`src/rtl/imm_ext_pipe_pkg.sv`:
```
// Shared op codes and skid-buffer state encoding for the immediate generator.
// The SE/ZE/LS/NOP values match the original codes so the control decoder stays unchanged.
package imm_ext_pipe_pkg;

    localparam int EXT_OP_W = 3;

    localparam logic [EXT_OP_W-1:0] EXT_OP_SE  = 3'd0;
    localparam logic [EXT_OP_W-1:0] EXT_OP_ZE  = 3'd1;
    localparam logic [EXT_OP_W-1:0] EXT_OP_LS  = 3'd2;
    localparam logic [EXT_OP_W-1:0] EXT_OP_NOP = 3'd3;
    localparam logic [EXT_OP_W-1:0] EXT_OP_BR  = 3'd4;
    localparam logic [EXT_OP_W-1:0] EXT_OP_JT  = 3'd5;

    typedef enum logic [1:0] {
        SKID_EMPTY = 2'd0,
        SKID_ONE   = 2'd1,
        SKID_TWO   = 2'd2
    } skid_state_t;

endpackage

```
`src/rtl/imm_ext_pipe_skid_buf.sv`:
```
// Generic 2-entry valid/ready skid register with synchronous flush.
// The output register always holds the oldest entry; the skid register holds the second.
module imm_ext_pipe_skid_buf
    import imm_ext_pipe_pkg::*;
#(
    parameter int W = 8
) (
    input  logic         clk,
    input  logic         rst_n,
    input  logic         i_flush,
    input  logic         i_in_valid,
    output logic         o_in_ready,
    input  logic [W-1:0] i_in_data,
    output logic         o_out_valid,
    input  logic         i_out_ready,
    output logic [W-1:0] o_out_data
);

    skid_state_t  r_state;
    skid_state_t  w_state_next;
    logic [W-1:0] r_out_data;
    logic [W-1:0] r_skid_data;
    logic         w_accept;
    logic         w_xfer;
    logic         w_load_out_in;
    logic         w_load_out_skid;
    logic         w_load_skid;

    assign o_in_ready  = (r_state != SKID_TWO);
    assign o_out_valid = (r_state != SKID_EMPTY);
    assign o_out_data  = r_out_data;
    assign w_accept    = i_in_valid && o_in_ready;
    assign w_xfer      = o_out_valid && i_out_ready;

    always_comb begin
        w_state_next    = r_state;
        w_load_out_in   = 1'b0;
        w_load_out_skid = 1'b0;
        w_load_skid     = 1'b0;
        if (i_flush) begin
            // A same-cycle accept is dropped along with everything buffered.
            w_state_next = SKID_EMPTY;
        end else begin
            case (r_state)
                SKID_EMPTY: begin
                    if (w_accept) begin
                        w_state_next  = SKID_ONE;
                        w_load_out_in = 1'b1;
                    end
                end
                SKID_ONE: begin
                    if (w_accept && !w_xfer) begin
                        w_state_next = SKID_TWO;
                        w_load_skid  = 1'b1;
                    end else if (w_accept && w_xfer) begin
                        w_load_out_in = 1'b1;
                    end else if (w_xfer) begin
                        w_state_next = SKID_EMPTY;
                    end
                end
                SKID_TWO: begin
                    if (w_xfer) begin
                        w_state_next    = SKID_ONE;
                        w_load_out_skid = 1'b1;
                    end
                end
                default: w_state_next = SKID_EMPTY;
            endcase
        end
    end

    always_ff @(posedge clk or negedge rst_n) begin
        if (!rst_n) begin
            r_state    <= SKID_EMPTY;
            r_out_data <= '0;
        end else begin
            r_state <= w_state_next;
            if (w_load_out_in) begin
                r_out_data <= i_in_data;
            end else if (w_load_out_skid) begin
                r_out_data <= r_skid_data;
            end
        end
    end

    // Skid contents are meaningless unless state is TWO, so no reset is needed.
    always_ff @(posedge clk) begin
        if (w_load_skid) begin
            r_skid_data <= i_in_data;
        end
    end

endmodule

```
`src/rtl/imm_ext_pipe.sv`:
```
// Pipelined immediate generator for the decode->execute boundary: combinational
// extension ahead of a 2-entry skid buffer carrying {err, tag, data}.
module imm_ext_pipe
    import imm_ext_pipe_pkg::*;
#(
    parameter int DATA_W = 32,
    parameter int IMM_W  = 16,
    parameter int JIDX_W = 26,
    parameter int TAG_W  = 5
) (
    input  logic                clk,
    input  logic                rst_n,
    input  logic                flush,
    input  logic                in_valid,
    output logic                in_ready,
    input  logic [EXT_OP_W-1:0] in_op,
    input  logic [IMM_W-1:0]    in_imm,
    input  logic [JIDX_W-1:0]   in_jidx,
    input  logic [DATA_W-1:0]   in_pc,
    input  logic [TAG_W-1:0]    in_tag,
    output logic                out_valid,
    input  logic                out_ready,
    output logic [DATA_W-1:0]   out_data,
    output logic [TAG_W-1:0]    out_tag,
    output logic                out_err
);

    localparam int S   = DATA_W - IMM_W;
    localparam int PKT = 1 + TAG_W + DATA_W;

    logic [DATA_W-1:0] w_se;
    logic [DATA_W-1:0] w_data;
    logic              w_err;
    logic [PKT-1:0]    w_pkt_in;
    logic [PKT-1:0]    w_pkt_out;

    assign w_se = {{S{in_imm[IMM_W-1]}}, in_imm};

    always_comb begin
        w_data = '0;
        w_err  = 1'b0;
        case (in_op)
            EXT_OP_SE:  w_data = w_se;
            EXT_OP_ZE:  w_data = {{S{1'b0}}, in_imm};
            EXT_OP_LS:  w_data = {in_imm, {S{1'b0}}};
            EXT_OP_NOP: w_data = '0;
            // Top two bits of the sign-extended value fall off; no overflow is reported.
            EXT_OP_BR:  w_data = w_se << 2;
            EXT_OP_JT:  w_data = {in_pc[DATA_W-1:JIDX_W+2], in_jidx, 2'b00};
            default:    w_err  = 1'b1;
        endcase
    end

    assign w_pkt_in = {w_err, in_tag, w_data};

    imm_ext_pipe_skid_buf #(
        .W (PKT)
    ) u_skid (
        .clk         (clk),
        .rst_n       (rst_n),
        .i_flush     (flush),
        .i_in_valid  (in_valid),
        .o_in_ready  (in_ready),
        .i_in_data   (w_pkt_in),
        .o_out_valid (out_valid),
        .i_out_ready (out_ready),
        .o_out_data  (w_pkt_out)
    );

    assign out_err  = w_pkt_out[PKT-1];
    assign out_tag  = w_pkt_out[DATA_W +: TAG_W];
    assign out_data = w_pkt_out[DATA_W-1:0];

endmodule

```
`config.mk`:
```
export PLATFORM = sky130hd
export DESIGN_NAME = imm_ext_pipe
export DESIGN_NICKNAME = d
export VERILOG_FILES = /design/src/rtl/imm_ext_pipe_pkg.sv /design/src/rtl/imm_ext_pipe_skid_buf.sv /design/src/rtl/imm_ext_pipe.sv
export SDC_FILE = /design/constraint.sdc
export NUM_CORES = 1
export LEC_CHECK = 0
export ABC_CLOCK_PERIOD_IN_PS = 4200
export CORE_MARGIN = 1.5
export CORE_UTILIZATION = 42
export DETAILED_ROUTE_END_ITERATION = 12
export GPL_TIMING_DRIVEN = 0
export HOLD_SLACK_MARGIN = 0.05
export PLACE_DENSITY = 0.87
export REMOVE_ABC_BUFFERS = 1
export SYNTH_ARGS = -nofsm -noshare
export SYNTH_HDL_FRONTEND = slang
export SYNTH_SLANG_ARGS = --single-unit
```
`constraint.sdc`:
```
create_clock -name clk -period 4.2 [get_ports clk]
set_input_delay 0.84 -clock clk [delete_from_list [all_inputs] [get_ports clk]]
set_output_delay 0.84 -clock clk [all_outputs]
set_load 0.02 [all_outputs]
```
==> summary.txt <==
GRT
  – First-pass GRT wire length: 16250 um
  – Initial antenna violation count: 0
  – Total GRT Usage: 21.39%
  – Total grt overflow: 0
  – Vias in the first global route: 3144
  – Largest net degree at the start of global routing: 50

Detailed routing
  – Final WL: 9997 um
  – Antenna Nets Post-Route: 0
  – Post-Route M1 WL: 4182 um
  – Remaining DRCs: 0
  – DR WL/cell: 19.37 um
  – DR top layer: met4
  – Vias per Instance: 5.907
  – DRT Pass-1 Iters: 4
  – Iteration-0 DRC count of the detailed router: 235
  – Metal3 WL: 853 um
  – Via Count: 3048
  – Met2 Wirelength: 4816 um

Setup path
  – Crit end category: flip-flop
  – CP arrival: 3.24 ns
  – Critical Path RT: 4.26 ns
  – RR Endpoint: u_skid.r_skid_data[25]
  – Critical path type: in -> reg
  – CP Launch Type: input pin
  – Worst R2R Path Depth: 4
  – Reg2Reg Setup Slack: 1.58 ns
  – CP Max Fanout: 21
  – Worst reg2reg startpoint: u_skid.r_state[1]

Cells and area
  – ANT cells: 0
  – Commonest cells after routing, fill and taps aside: 96 x clkdlybuf4s50_1, 40 x dfrtp_1, 38 x edfxtp_1
  – Layout cells sized above 1: 7.598%
  – Finished Cell Area: 0.004991 mm2
  – Commonest non-fill, non-tap cell in the layout: clkdlybuf4s50_1
  – Area Growth Syn to Fin: 31.04%
  – Fillers: 758
  – Non-filler cells, final: 516
  – Final core utilization: 56.95%
  – Final #Nets: 490

Clock tree
  – Clock tree buffer depth: 2
  – Clock Sinks: 78
  – Post_cts resized: 0
  – Clock transition at path regs: 0.08 ns
  – Clk root buf: clkbuf_8
  – TritonCTS clock tree: done
  – # hold bufs at CTS: 0
  – Skew-Pair Late Insertion Delay: 0.35 ns
  – # Post-CTS Setup Buffers: 0
  – H-tree depth: 3
  – Cts bufs inserted: 9

Status
  – Status: completed

STA
  – Setup violations, final: 0
  – FMAX: 313.6 MHz
  – Fin crit share: 75.93%
  – Count of pins over their slew limit: 0
  – Post-Route Skew: 0.006172 ns
  – Fin crit period: 3.189 ns
  – Fin. Hold Viols: 0
  – RSZ-0062 raised after global routing: no
  – Worst-margin pin slew: 1.216 ns
  – Slew margin rel.: 18.69%
  – Worst setup margin: 1.011 ns

Placement
  – DP Worst Slack: 0.6638 ns
  – Count of input and output buffers: 98
  – Placed instance count: 500
  – Post-DP HPWL: 6677 um
  – Post-DP Area: 0.004773 mm2
  – RePlAce Congestion: 0.7799

Logic synthesis
  – Count of cell types in the netlist: 39
  – Seq/Total Area, Yosys: 56.24%
  – Syn. warnings: 0
  – Post-synth EDFFs: 38
  – Synth Cell Area: 0.003809 mm2
  – Synth Register Bits: 78
  – Gate Count Post-Synth: 319
  – Ys async rst share: 51.28%
  – Synthesized area per cell: 11.94 um2
  – Ys flop type: dfrtp_1

Power and ir drop
  – Gate power share: 23.4%
  – Net switching power: 533.6 uW
  – VDD IR max: 0.0001624 V
  – P per Cell Area: 398.2 mW/mm2
  – P_leak: 0.001999 uW
  – Final Total Pwr: 1987 uW
  – Internal power: 1454 uW
  – Clock power frac: 31.0%
  – Sw Share: 26.85%
  – Flop pwr share: 45.6%

Floorplan
  – I/O pins: 127
  – Starting Density: 43.46%
  – Core area: 0.008763 mm2
  – Die Width: 98.23 um
  – Die area: 0.009648 mm2
  – Number of placement rows: 34
  – Chip height: 98.23 um

Hold path
  – Worst Hold Class: in -> async

Run
  – Max-cap violations: 0
==> critical path, stage by stage <==
cell and delay (ns):
clkdlybuf4s50_1 0.50, nor2b_2 0.79, nor3b_2 0.69, buf_8 0.24, buf_6 0.18
==> power groups by stage <==
stage	Combinational, uW	Sequential, uW	Clock (uW)
floorplan	145	988	0
global placement	451	920	0
detailed placement	466	921	0
CTS	467	906	626
global route	495	914	656
finish	465	906	617
==> synth_stat cells (all sizes together), types with 2 or more instances <==
| cell | number | area share (%) |
|---|---|---|
| nor2 | 22 | 2.2 |
| o21a | 2 | 0.39 |
| and2 | 15 | 2.5 |
| and4 | 2 | 0.46 |
| a22o | 14 | 3.2 |
| nor3 | 17 | 2.4 |
| buf | 22 | 4.7 |
| o21ai | 15 | 2.0 |
| nor3b | 4 | 1.1 |
| edfxtp | 38 | 30 |
| inv | 3 | 0.30 |
| mux2i | 21 | 5.5 |
| dfrtp | 40 | 26 |
| a41o | 14 | 3.7 |
| clkbuf | 7 | 0.69 |
| nor4 | 14 | 2.3 |
| a21oi | 21 | 2.8 |
| nand2b | 2 | 0.39 |
| a221o | 17 | 4.5 |
| nor2b | 2 | 0.46 |
| nand2 | 18 | 1.8 |
==> routing by layer <==
layer / GRT usage, % / vias to the layer above
met1: 28.56 / 1476
li1: - / 1405
met3: 3.651 / 13
met2: 34.96 / 154
met5: 0 / -
met4: 8.342 / 0
==> logic make-up after synthesis <==
group	Yosys count	synth area share (%)
AND/OR/NAND/NOR	101	14.92
AO/OA/AOI/OAI	87	17.67
flip-flops	78	56.24
buffers and inverters	32	5.651
multiplexers	21	5.519
==> worst max path at each step <==
stage                     startpoint                endpoint  slack [ns]  cells past startpoint
after floorplan             in_valid   u_skid.r_skid_data[0]       -0.62                      2
after global placement      in_valid  u_skid.r_skid_data[35]       -2.84                      3
after detailed placement    in_valid  u_skid.r_skid_data[35]        0.66                      5
after CTS                   in_valid  u_skid.r_skid_data[25]        1.04                      5
after global routing        in_op[2]   u_skid.o_out_data[21]        0.83                      5
final                       in_valid  u_skid.r_skid_data[25]        1.01                      5
==> metrics by stage <==
stage                     hold slack (ns)  setup TNS, ns
after floorplan                    0.4556         -23.56
after global placement             0.4587        -107.68
after detailed placement           0.4682              0
after CTS                          0.4197              0
after global routing               0.4325              0
final                              0.4152              0
==> flip-flops by register name (all words and copies together) (netlist names) <==
register            flops
u_skid.r_state          2
u_skid.r_skid_data     38
u_skid.o_out_data      38
==> layout make-up <==
type                       count  area [um2]  share of cell area, %
multi-input combinational    209        1456                  29.18
clock buffer                  12       145.1                  2.908
inverter                       3       11.26                 0.2256
sequential                    78        2142                  42.92
tap                          108       135.1                  2.707
timing repair buffer         102        1028                  20.61
clock inverter                 4       72.57                  1.454
Note: power is estimated with default switching activity, not from simulation.
